**src/rtl/axi4_pkg.sv**
```systemverilog
// axi4_pkg
// Shared definitions for the AXI4 burst master: response encodings, the
// fixed 4-byte beat size, the controller state enum and the 4 KB boundary
// helper used to reject bursts that would cross a page.
package axi4_pkg;

  localparam logic [1:0] RESP_OKAY   = 2'b00;
  localparam logic [1:0] RESP_EXOKAY = 2'b01;
  localparam logic [1:0] RESP_SLVERR = 2'b10;
  localparam logic [1:0] RESP_DECERR = 2'b11;

  localparam logic [2:0] SIZE_4B = 3'b010;

  localparam logic [12:0] BOUNDARY_4K = 13'd4096;

  typedef enum logic [2:0] {
    IDLE,
    CHECK,
    AW,
    W,
    B,
    AR,
    R,
    DONE
  } state_t;

  // True when a burst of (len+1) 4-byte beats starting at page offset offs
  // would run past the end of its 4 KB page. An end of exactly 4096 still
  // fits, so only strictly greater values are rejected.
  function automatic logic crosses4k(input logic [11:0] offs, input logic [7:0] len);
    logic [12:0] endAddr;
    endAddr = {1'b0, offs} + (({5'b0, len} + 13'd1) << 2);
    return endAddr > BOUNDARY_4K;
  endfunction

endpackage

```
**src/rtl/axi4_burst_master.sv**
```systemverilog
// axi4_burst_master
// Single-outstanding AXI4 initiator. Accepts one read or write burst command
// from a local client, issues it as INCR bursts of 32-bit beats on AW/W/B or
// AR/R, streams data straight through between client and bus, and ends every
// command with a one-cycle done pulse carrying the worst response seen.
//
// Ports:
//   ACLK, ARESET                     clock, async active-high reset
//   cmd_valid/cmd_ready              command handshake
//   cmd_write, cmd_addr, cmd_len     direction, byte address, beats-1
//   wr_data/wr_valid/wr_ready        client write beat stream
//   rd_data/rd_valid/rd_ready        client read beat stream
//   done, done_resp, done_err        completion pulse with response/error
//   AW*, W*, B*, AR*, R*             AXI4 manager channels
module axi4_burst_master
  import axi4_pkg::*;
#(
  parameter int ADDR_W = 16,
  parameter int DATA_W = 32
) (
  input  logic              ACLK,
  input  logic              ARESET,
  input  logic              cmd_valid,
  output logic              cmd_ready,
  input  logic              cmd_write,
  input  logic [ADDR_W-1:0] cmd_addr,
  input  logic [7:0]        cmd_len,
  input  logic [DATA_W-1:0] wr_data,
  input  logic              wr_valid,
  output logic              wr_ready,
  output logic [DATA_W-1:0] rd_data,
  output logic              rd_valid,
  input  logic              rd_ready,
  output logic              done,
  output logic [1:0]        done_resp,
  output logic              done_err,
  output logic [ADDR_W-1:0] AWADDR,
  output logic [7:0]        AWLEN,
  output logic [2:0]        AWSIZE,
  output logic              AWVALID,
  input  logic              AWREADY,
  output logic [DATA_W-1:0] WDATA,
  output logic              WLAST,
  output logic              WVALID,
  input  logic              WREADY,
  input  logic [1:0]        BRESP,
  input  logic              BVALID,
  output logic              BREADY,
  output logic [ADDR_W-1:0] ARADDR,
  output logic [7:0]        ARLEN,
  output logic [2:0]        ARSIZE,
  output logic              ARVALID,
  input  logic              ARREADY,
  input  logic [DATA_W-1:0] RDATA,
  input  logic [1:0]        RRESP,
  input  logic              RLAST,
  input  logic              RVALID,
  output logic              RREADY
);

  localparam logic [ADDR_W-1:0] ALIGN_MASK = ~ADDR_W'(3);

  state_t            state;
  state_t            nextState;
  logic              isWrite;
  logic [ADDR_W-1:0] addrReg;
  logic [7:0]        lenReg;
  logic [8:0]        beat;
  logic [1:0]        respAcc;
  logic              errFlag;
  logic              lastBeat;
  logic              crossesBoundary;

  // The beat counter is 9 bits so a 256-beat burst reaches beat==255
  // without wrapping; it is shared by the read and write paths.
  assign lastBeat        = (beat == {1'b0, lenReg});
  assign crossesBoundary = crosses4k(addrReg[11:0], lenReg);

  // State register.
  always_ff @(posedge ACLK or posedge ARESET) begin
    if (ARESET) begin
      state <= IDLE;
    end else begin
      state <= nextState;
    end
  end

  // Next-state and channel outputs. Address/len outputs are driven from the
  // latched command registers, so they stay stable for as long as VALID is
  // waiting on READY. Data channels are pure pass-through gated by state.
  always_comb begin
    nextState = state;
    cmd_ready = 1'b0;
    wr_ready  = 1'b0;
    rd_valid  = 1'b0;
    rd_data   = RDATA;
    done      = 1'b0;
    done_resp = RESP_OKAY;
    done_err  = 1'b0;
    AWADDR    = addrReg;
    AWLEN     = lenReg;
    AWSIZE    = SIZE_4B;
    AWVALID   = 1'b0;
    WDATA     = wr_data;
    WLAST     = 1'b0;
    WVALID    = 1'b0;
    BREADY    = 1'b0;
    ARADDR    = addrReg;
    ARLEN     = lenReg;
    ARSIZE    = SIZE_4B;
    ARVALID   = 1'b0;
    RREADY    = 1'b0;
    case (state)
      IDLE: begin
        cmd_ready = !ARESET;
        if (cmd_valid) nextState = CHECK;
      end
      CHECK: begin
        if (crossesBoundary) nextState = DONE;
        else if (isWrite)    nextState = AW;
        else                 nextState = AR;
      end
      AW: begin
        AWVALID = 1'b1;
        if (AWREADY) nextState = W;
      end
      W: begin
        WVALID   = wr_valid;
        wr_ready = WREADY;
        WLAST    = lastBeat;
        if (wr_valid && WREADY && lastBeat) nextState = B;
      end
      B: begin
        BREADY = 1'b1;
        if (BVALID) nextState = DONE;
      end
      AR: begin
        ARVALID = 1'b1;
        if (ARREADY) nextState = R;
      end
      R: begin
        RREADY   = rd_ready;
        rd_valid = RVALID;
        if (RVALID && rd_ready && lastBeat) nextState = DONE;
      end
      DONE: begin
        done      = 1'b1;
        done_resp = respAcc;
        done_err  = errFlag;
        nextState = IDLE;
      end
      default: nextState = IDLE;
    endcase
  end

  // Command latch, beat counting and response/error accumulation. A rejected
  // burst is reported as SLVERR with the error flag set. Reads keep the
  // numerically worst RRESP and flag any RLAST that disagrees with the count.
  always_ff @(posedge ACLK or posedge ARESET) begin
    if (ARESET) begin
      isWrite <= 1'b0;
      addrReg <= '0;
      lenReg  <= '0;
      beat    <= '0;
      respAcc <= RESP_OKAY;
      errFlag <= 1'b0;
    end else begin
      case (state)
        IDLE: begin
          if (cmd_valid) begin
            isWrite <= cmd_write;
            addrReg <= cmd_addr & ALIGN_MASK;
            lenReg  <= cmd_len;
          end
        end
        CHECK: begin
          beat <= '0;
          if (crossesBoundary) begin
            respAcc <= RESP_SLVERR;
            errFlag <= 1'b1;
          end
        end
        W: begin
          if (wr_valid && WREADY) beat <= beat + 9'd1;
        end
        B: begin
          if (BVALID) respAcc <= BRESP;
        end
        R: begin
          if (RVALID && rd_ready) begin
            beat <= beat + 9'd1;
            if (RRESP > respAcc) respAcc <= RRESP;
            if (RLAST != lastBeat) errFlag <= 1'b1;
          end
        end
        DONE: begin
          respAcc <= RESP_OKAY;
          errFlag <= 1'b0;
          beat    <= '0;
        end
        default: ;
      endcase
    end
  end

endmodule

```
**config.mk**
```make
export PLATFORM = sky130hd
export DESIGN_NAME = axi4_burst_master
export DESIGN_NICKNAME = d
export VERILOG_FILES = /design/src/rtl/axi4_pkg.sv /design/src/rtl/axi4_burst_master.sv
export SDC_FILE = /design/constraint.sdc
export NUM_CORES = 1
export LEC_CHECK = 0
export ABC_AREA = 1
export CAP_MARGIN = 40
export CORE_MARGIN = 3
export CORE_UTILIZATION = 37
export CTS_BUF_LIST = sky130_fd_sc_hd__clkbuf_8
export DETAILED_ROUTE_END_ITERATION = 7
export PLACE_DENSITY = 0.83
export SLEW_MARGIN = 20
export SYNTH_ARGS = -nofsm -noshare
export SYNTH_HDL_FRONTEND = slang
export SYNTH_SLANG_ARGS = --single-unit
```
**constraint.sdc**
```tcl
create_clock -name ACLK -period 3.05 [get_ports ACLK]
set_clock_uncertainty 0.1 [all_clocks]
set_input_delay 0.61 -clock ACLK [delete_from_list [all_inputs] [get_ports ACLK]]
set_output_delay 0.61 -clock ACLK [all_outputs]
set_load 0.01 [all_outputs]
```
==> flow_summary.ini, run 1 <==
[power_and_ir_drop]
p_clk_frac = 0.114
p_leak_nw = 2.02
switching_share = 0.458
powerDensity_mw_per_mm2 = 1150
internal_power_mw = 2.60
power.switching_mw = 2.20
power_frac_comb = 0.678
power_mw = 4.80
p_seq_frac = 0.208
peakVddDrop_v = 0.000460

[floorplan]
io_pins = 235
die_area_sq_mm = 0.0106
die_height_um = 103
initial_utilization = 0.390
coreArea_sq_mm = 0.00889
rows = 34
die_width_um = 103

[detailed_routing]
first_pass_iters = 4
drc = 0
vias_per_cell = 4.81
first_iter_violations = 147
wire_per_inst_um = 13.4
num_vias = 2990
ant_nets = 0
drt-total-wl_um = 8310

[global_route]
grt_overflow_total = 0
grt_pass1_wl_um = 13200
antenna_found_initial = 0
grt_use_total = 0.156
grt_start_max_net_pins = 39
grt_pass1_vias = 2855

[cts]
clock_sinks = 38
clk_pin_slew_ns = 0.08
clk_latency_ns = 0.29
numCtsBuffers = 5
cts_tree = yes
clockBufferDepth = 2
htree_levels = 2
root_buffer = clkbuf_8

[timing]
timing.fmax_ghz = 0.348
fin_crit_sh = 0.943
hold_viol = 0
fin_ws_ns = 0.173
setup_viol = 0
maxSlewHeadroom = 0.660
slew_viol_final = 0
fin_setup_tns_ns = 0
fin_crit_ns = 2.88
worst_pin_slew_ns = 0.509

[yosys]
ys_seq_area_frac = 0.274
syn-cell-area_sq_mm = 0.00347
yosys_warnings = 0
synth_seq_cells = 38
yosysTopAreaCell = dfrtp_1
synth.distinct_cells = 34
syn_inst = 491
syn_area_per_cell_sq_um = 7.06
synth_async_sr_flop_share = 1.00
synthTopCellsByArea = dfrtp_1 (27%), buf_4 (21%), nand2_1 (12%)
synth_edf_count = 0
synthFlopType = dfrtp_1
synth_top_cell_area_share = 0.274

[place]
finalWeightedCongestion = 0.861
dp_worst_setup_slack_ns = 0.0663
dpl_cell_area_sq_mm = 0.00392
io_buffers = 94
dp_hpwl_um = 6520
placedCellCount = 613

[worst_setup_path]
critPathMaxFanout = 4
startpoint_type = flip-flop
cp.required_ns = 2.34
cp_data_arrival_time_ns = 2.17
crit_type = flip-flop to output pin
end_kind = output pin

[job]
maxCapViolCount = 0

[layout]
area.growth.synth_to_final_pct = 20.4
num_antenna_cells = 0
fin_nets = 633
layout-drive-gt1-share = 0.132
design_area_sq_mm = 0.00417
final_cells = 622

[status]
outcome = finished, final reports clean

[worst_hold_path]
min_path_type = flip-flop to flip-flop
## cells by family (layout without fill, tap and decap cells)
logic type / Yosys count / count (layout) / synth area share
compound gates: 38 / 38 / 0.0592
xor+xnor: 6 / 6 / 0.0152
fa+ha+maj: 16 / 16 / 0.0599
other cells: 2 / 10 / 0.00217
mux: 14 / 14 / 0.0455
buf+inv: 173 / 188 / 0.293
flops: 38 / 38 / 0.274
simple gates: 204 / 204 / 0.251
## cells in the final DEF (no fill, tap or decap), types with 5 or more instances in the layout
| cell | Yosys | layout |
|---|---|---|
| ha_1 | 15 | 10 |
| nor2_1 | 42 | 40 |
| nand2_2 | 2 | 6 |
| clkbuf_8 | 0 | 6 |
| mux2_2 | 13 | 13 |
| inv_2 | 4 | 5 |
| o21ai_0 | 19 | 19 |
| a21oi_1 | 12 | 10 |
| buf_4 | 97 | 12 |
| inv_1 | 68 | 67 |
| nand2_1 | 112 | 108 |
| nand4_1 | 10 | 10 |
| nand3_1 | 20 | 18 |
| clkdlybuf4s50_1 | 0 | 94 |
| dfrtp_1 | 38 | 38 |
| nor3_1 | 12 | 10 |
| conb_1 | 2 | 10 |
## per-stage QoR
step | hold slack (ns) | util
floorplan | 0.342 | -
global route | 0.420 | 0.469
finish | 0.391 | 0.469
detailed placement | 0.380 | 0.441
CTS | 0.402 | 0.457
global placement | 0.362 | 0.441
## flip-flops by register name, summed over array words and instances, names as in the netlist
signal / count
state: 3
errFlag: 1
beat: 9
respAcc: 2
ARADDR: 14
ARLEN: 8
isWrite: 1
## per-layer routing
metal | wire length, um | part of all wire | global-route usage | vias to the layer above
met4 | 138 | 0.017 | 0.0448 | 0
met2 | 3930 | 0.47 | 0.265 | 147
met5 | 0 | 0 | 0 | -
met3 | 706 | 0.085 | 0.0386 | 23
li1 | - | - | - | 1466
met1 | 3530 | 0.42 | 0.198 | 1354
## layout make-up
| cell class | count | area [sq um] |
|---|---|---|
| clock buffers | 6 | 82.6 |
| clock inverters | 2 | 60.1 |
| flip-flops and latches | 38 | 951 |
| inverters | 74 | 279 |
| repair buffers | 106 | 1030 |
| multi-input cells | 288 | 1630 |
| fillers | 852 | 4720 |
| well taps | 108 | 135 |
## repair_timing
action                                 CTS  global route
setup buffers                            0             1
gates resized for setup                  0            21
hold buffers                             0             0
endpoints found under the hold margin    0             0
setup endpoints to repair                0             6
## critical path: stages, from the launching register on
cell and delay, ns:
dfrtp_1 0.42, inv_1 0.12, buf_4 0.14, nor2_1 0.04
nor3_1 0.17, nand2_1 0.07, nor2_1 0.14, nand2_1 0.12
nor2_1 0.11, clkdlybuf4s50_1 0.55
## power groups by stage
| stage | combinational [mW] | sequential, mW | clock [mW] |
|---|---|---|---|
| after floorplan | 2.09 | 1.01 | 0 |
| after detailed placement | 3.06 | 0.990 | 0 |
| final | 3.25 | 1.00 | 0.545 |
| after CTS | 3.08 | 0.984 | 0.554 |
| after global routing | 3.65 | 1.04 | 0.576 |
| after global placement | 3.00 | 0.979 | 0 |
## synth_stat cells, types with 2 or more instances
master and n:
nand2_1 112, inv_2 4, mux2_2 13, xor2_1 5, nor2_1 42, ha_1 15, nand3_1 20, inv_1 68
nand4_1 10, nor3_1 12, buf_4 97, dfrtp_1 38, nor2_2 2, nand2_2 2, o21ai_2 2, o21ai_0 19
conb_1 2, a21oi_1 12
## path summary, 6_finish.rpt
check                              start          to  slack (ns)  depth (start not counted)
worst min register to register   errFlag     errFlag        0.39                          2
max in group asynchronous         ARESET    ARLEN[1]        1.82                          3
worst max register to register  ARLEN[0]    state[2]        0.18                         18
min in group asynchronous         ARESET  ARADDR[15]        0.67                          3
worst min-delay path             errFlag     errFlag        0.39                          2
worst max-delay path            ARLEN[0]       WLAST        0.17                          9
Note: power is estimated with default switching activity, not from simulation.
==> inputs of run 2 (changes only) <==
CAP_MARGIN = not set   (was 40)
GPL_ROUTABILITY_DRIVEN = 0   (was not set)
TNS_END_PERCENT = 1   (was not set)
==> flow_summary.ini, run 2 (synthesis results as in run 1) <==
[status]
outcome = finished, final reports clean

[timing]
fin_crit_sh = 0.923
fin_setup_tns_ns = 0
maxSlewHeadroom = 0.666
worst_pin_slew_ns = 0.501
setup_viol = 0
hold_viol = 0
fin_crit_ns = 2.82
slew_viol_final = 0
timing.fmax_ghz = 0.355

[layout]
area.growth.synth_to_final_pct = 18.6
layout_common_cells = nand2_1 (109), clkdlybuf4s50_1 (94), inv_1 (67), nor2_1 (39), dfrtp_1 (37)
register_area_sq_um = 952
layout_commonest_cell = nand2_1
num_antenna_cells = 0
design_area_sq_mm = 0.00411
layout-drive-gt1-share = 0.117
multi_input_area_sq_mm = 0.00159
fillerInstances = 853
fin_nets = 631
fin_util = 0.462
largest_register_ffs = 14

[detailed_routing]
vias_per_cell = 4.87
drt-met1-wl_um = 3430
num_vias = 3021
routed.top_layer = met4
drt-total-wl_um = 8300
first_pass_iters = 4
wire_per_inst_um = 13.4
first_iter_violations = 151
drc = 0
ant_nets = 0
dr_wl_met2_um = 3830
route.met3.wl_um = 772

[job]
maxCapViolCount = 0

[floorplan]
die_width_um = 103
coreArea_sq_mm = 0.00889
rows = 34
initial_utilization = 0.390
die_height_um = 103
io_pins = 235
die_area_sq_mm = 0.0106

[global_route]
grt_overflow_total = 0
grt_use_total = 0.160
antenna_found_initial = 0
grt_pass1_wl_um = 13500
grt_pass1_vias = 2910
grt_start_max_net_pins = 39

[worst_setup_path]
cp_data_arrival_time_ns = 2.11
end_kind = output pin
crit_type = flip-flop to output pin
critPathMaxFanout = 4
cp.required_ns = 2.34
startpoint_type = flip-flop

[cts]
numCtsBuffers = 5
cts_setup_buffers = 0
root_buffer = clkbuf_8
clockBufferDepth = 2
cts_resized = 0
clock_sinks = 38
cts_tree = yes
clk_pin_slew_ns = 0.07
htree_levels = 2
clk_latency_ns = 0.30
holdBufCountCts = 0

[place]
dp_hpwl_um = 6570
dpl_cell_area_sq_mm = 0.00391
io_buffers = 94

[power_and_ir_drop]
peakVddDrop_v = 0.000606
power_mw = 4.73
p_leak_nw = 2.01
powerDensity_mw_per_mm2 = 1150

[worst_hold_path]
min_path_type = flip-flop to flip-flop
==> run 2: changes by cell type in the layout (fill, tap and decap cells not counted), moves of 2 or more <==
cell / change
a21oi_2: -2
nor3_1: +2
buf_4: -2
a21oi_1: +2
nor3_2: -2
==> run 2: final cells by class <==
| class | count | area share |
|---|---|---|
| multi-input cells | 288 | 0.387 |
| inverters | 74 | 0.0679 |
| clock inverters | 3 | 0.0167 |
| repair buffers | 104 | 0.247 |
| clock buffers | 5 | 0.0167 |
| well taps | 108 | 0.0329 |
| flip-flops and latches | 38 | 0.232 |
==> run 2: per-stage QoR <==
stage	worst slack [ns]	hold slack, ns	instances
after floorplan	0.410	0.342	499
after global placement	0.152	0.362	612
after detailed placement	0.0916	0.373	612
after CTS	0.0703	0.396	620
after global routing	-0.0258	0.423	620
final	0.234	0.390	620
==> run 2: worst paths after layout <==
path	slack, ns	end	start	cells past startpoint
setup reg to reg	0.25	state[2]	ARLEN[1]	21
min in group asynchronous	0.65	ARADDR[15]	ARESET	3
max in group asynchronous	1.81	ARLEN[3]	ARESET	3
hold reg to reg	0.39	respAcc[1]	respAcc[1]	2
hold / removal	0.39	respAcc[1]	respAcc[1]	2
setup / recovery	0.23	WLAST	ARLEN[0]	9
==> run 2: worst max-delay path, cell delays in order, from the launching register on <==
cell             delay (ns)
dfrtp_1                0.42
inv_1                  0.08
buf_4                  0.12
nor2_1                 0.04
nor3_1                 0.18
nand2_1                0.07
nor2_1                 0.14
nand2_1                0.12
nor2_1                 0.11
clkdlybuf4s50_1        0.54
==> run 2: power by group <==
part / total (mW) / internal (mW) / switching (mW)
sequential: 0.998 / 0.727 / 0.271
clock: 0.526 / 0.328 / 0.198
combinational: 3.20 / 1.48 / 1.73
total: 4.73 / 2.53 / 2.19
==> run 2: layer usage <==
layer / vias up / track usage
met1: 1367 / 0.199
li1: 1463 / -
met4: 0 / 0.0627
met3: 38 / 0.0399
met2: 153 / 0.266
met5: - / 0
==> inputs of run 3 (changes only) <==
CORE_AREA = 3 3 91 93   (was not set)
CORE_MARGIN = not set   (was 3)
CORE_UTILIZATION = not set   (was 37)
DIE_AREA = 0 0 94 96   (was not set)
DONT_BUFFER_PORTS = 1   (was not set)
PLACE_DENSITY = not set   (was 0.83)
==> flow_summary.ini, run 3 (synthesis results as in run 1) <==
[worst_setup_path]
cp.required_ns = 3.18
end_kind = flip-flop
cp_data_arrival_time_ns = 2.87
startpoint_type = flip-flop
critPathMaxFanout = 5
crit_type = flip-flop to flip-flop

[layout]
multi_input_area_sq_mm = 0.00162
num_antenna_cells = 0
largest_register_ffs = 14
fin_nets = 539
layout_commonest_cell = nand2_1
final_cells = 522
area.growth.synth_to_final_pct = -8.88
register_area_sq_um = 951
layout_common_cells = nand2_1 (110), inv_1 (68), nor2_1 (42), dfrtp_1 (38), o21ai_0 (19)
layout-drive-gt1-share = 0.145
fillerInstances = 808

[detailed_routing]
first_pass_iters = 4
num_vias = 2571
drc = 0
first_iter_violations = 100
vias_per_cell = 4.93
wire_per_inst_um = 13.8
drt-total-wl_um = 7180
dr_wl_met2_um = 3200
route.met3.wl_um = 672
routed.top_layer = met4
drt-met1-wl_um = 3150
ant_nets = 0

[timing]
fin_crit_sh = 0.898
fin_crit_ns = 2.74
hold_viol = 0
timing.fmax_ghz = 0.365
slew_viol_final = 0
fin_setup_tns_ns = 0
setup_viol = 0
rsz0062_at_grt = no

[global_route]
grt_overflow_total = 0
grt_use_total = 0.160
grt_pass1_vias = 2398
grt_pass1_wl_um = 11400
antenna_found_initial = 0
grt_start_max_net_pins = 39

[place]
io_buffers = 0
placedCellCount = 514
dp_hpwl_um = 5660

[worst_hold_path]
min_path_type = input port to asynchronous set/reset pin

[cts]
clk_pin_slew_ns = 0.08
cts_tree = yes
holdBufCountCts = 0
numCtsBuffers = 5
htree_levels = 2
clock_sinks = 38
root_buffer = clkbuf_8
cts_setup_buffers = 0
clockBufferDepth = 2
clk_latency_ns = 0.29

[floorplan]
coreArea_sq_mm = 0.00761
die_height_um = 96
io_pins = 235
die_width_um = 94
initial_utilization = 0.456
rows = 32
die_area_sq_mm = 0.00902

[job]
maxCapViolCount = 0

[status]
outcome = finished, final reports clean

[power_and_ir_drop]
peakVddDrop_v = 0.000500
p_leak_nw = 1.65
powerDensity_mw_per_mm2 = 1220
[run 3: power breakdown]
group	internal, mW	total, mW	leakage, nW	switching (mW)
Combinational	0.927	2.38	1.13	1.46
Sequential	0.723	1.12	0.471	0.395
Clock	0.182	0.367	0.0472	0.185
[run 3: cell type report]
cell class | instances | share of cell area
multi-input cells | 288 | 0.511
flip-flops and latches | 38 | 0.301
inverters | 74 | 0.0884
well taps | 102 | 0.0404
repair buffers | 12 | 0.0285
clock buffers | 6 | 0.0261
clock inverters | 2 | 0.00396
[run 3: routing by layer]
layer	GRT usage	up-vias
met4	0.0614	0
met1	0.201	1147
met2	0.255	114
met3	0.0539	23
met5	0	-
li1	-	1287
[run 3: critical path, cell delays in order (launching register included)]
cell     delay (ns)
dfrtp_1        0.41
inv_1          0.15
ha_1           0.24
fa_1           0.42
or2_2          0.28
nor2_1         0.10
nand2_1        0.06
nor2_1         0.10
nand2_1        0.07
nor2_1         0.08
nand2_1        0.07
o21ai_2        0.15
buf_4          0.15
nand2_2        0.10
nand3_2        0.10
nand2_1        0.05
nand2_1        0.05
[run 3: per-stage QoR]
step / util / hold WS [ns] / instance area, sq um / power (mW) / setup WS (ns)
floorplan: - / 0.342 / 3500 / 3.09 / 0.410
global placement: 0.391 / 0.364 / 2980 / 3.31 / 0.112
detailed placement: 0.391 / 0.363 / 2980 / 3.38 / 0.0897
CTS: 0.404 / 0.236 / 3070 / 3.76 / 0.0527
global route: 0.415 / 0.262 / 3160 / 4.33 / 0.0132
finish: 0.415 / 0.217 / 3160 / 3.87 / 0.312
[run 3: repair_timing]
item,CTS,global route
endpoints found under the hold margin,0,0
setup endpoints to repair,0,6
gates resized for setup,0,16
[run 3: worst paths after layout]
path / slack, ns / startpoint / cells after the start / endpoint
min reg2reg: 0.38 / errFlag / 2 / errFlag
max in group asynchronous: 2.29 / ARESET / 2 / respAcc[1]
min in group ACLK: 0.34 / cmd_len[7] / 2 / ARLEN[7]
min: 0.22 / ARESET / 2 / ARADDR[15]
max reg2reg: 0.31 / ARLEN[0] / 16 / respAcc[0]
max: 0.31 / ARLEN[0] / 16 / respAcc[0]
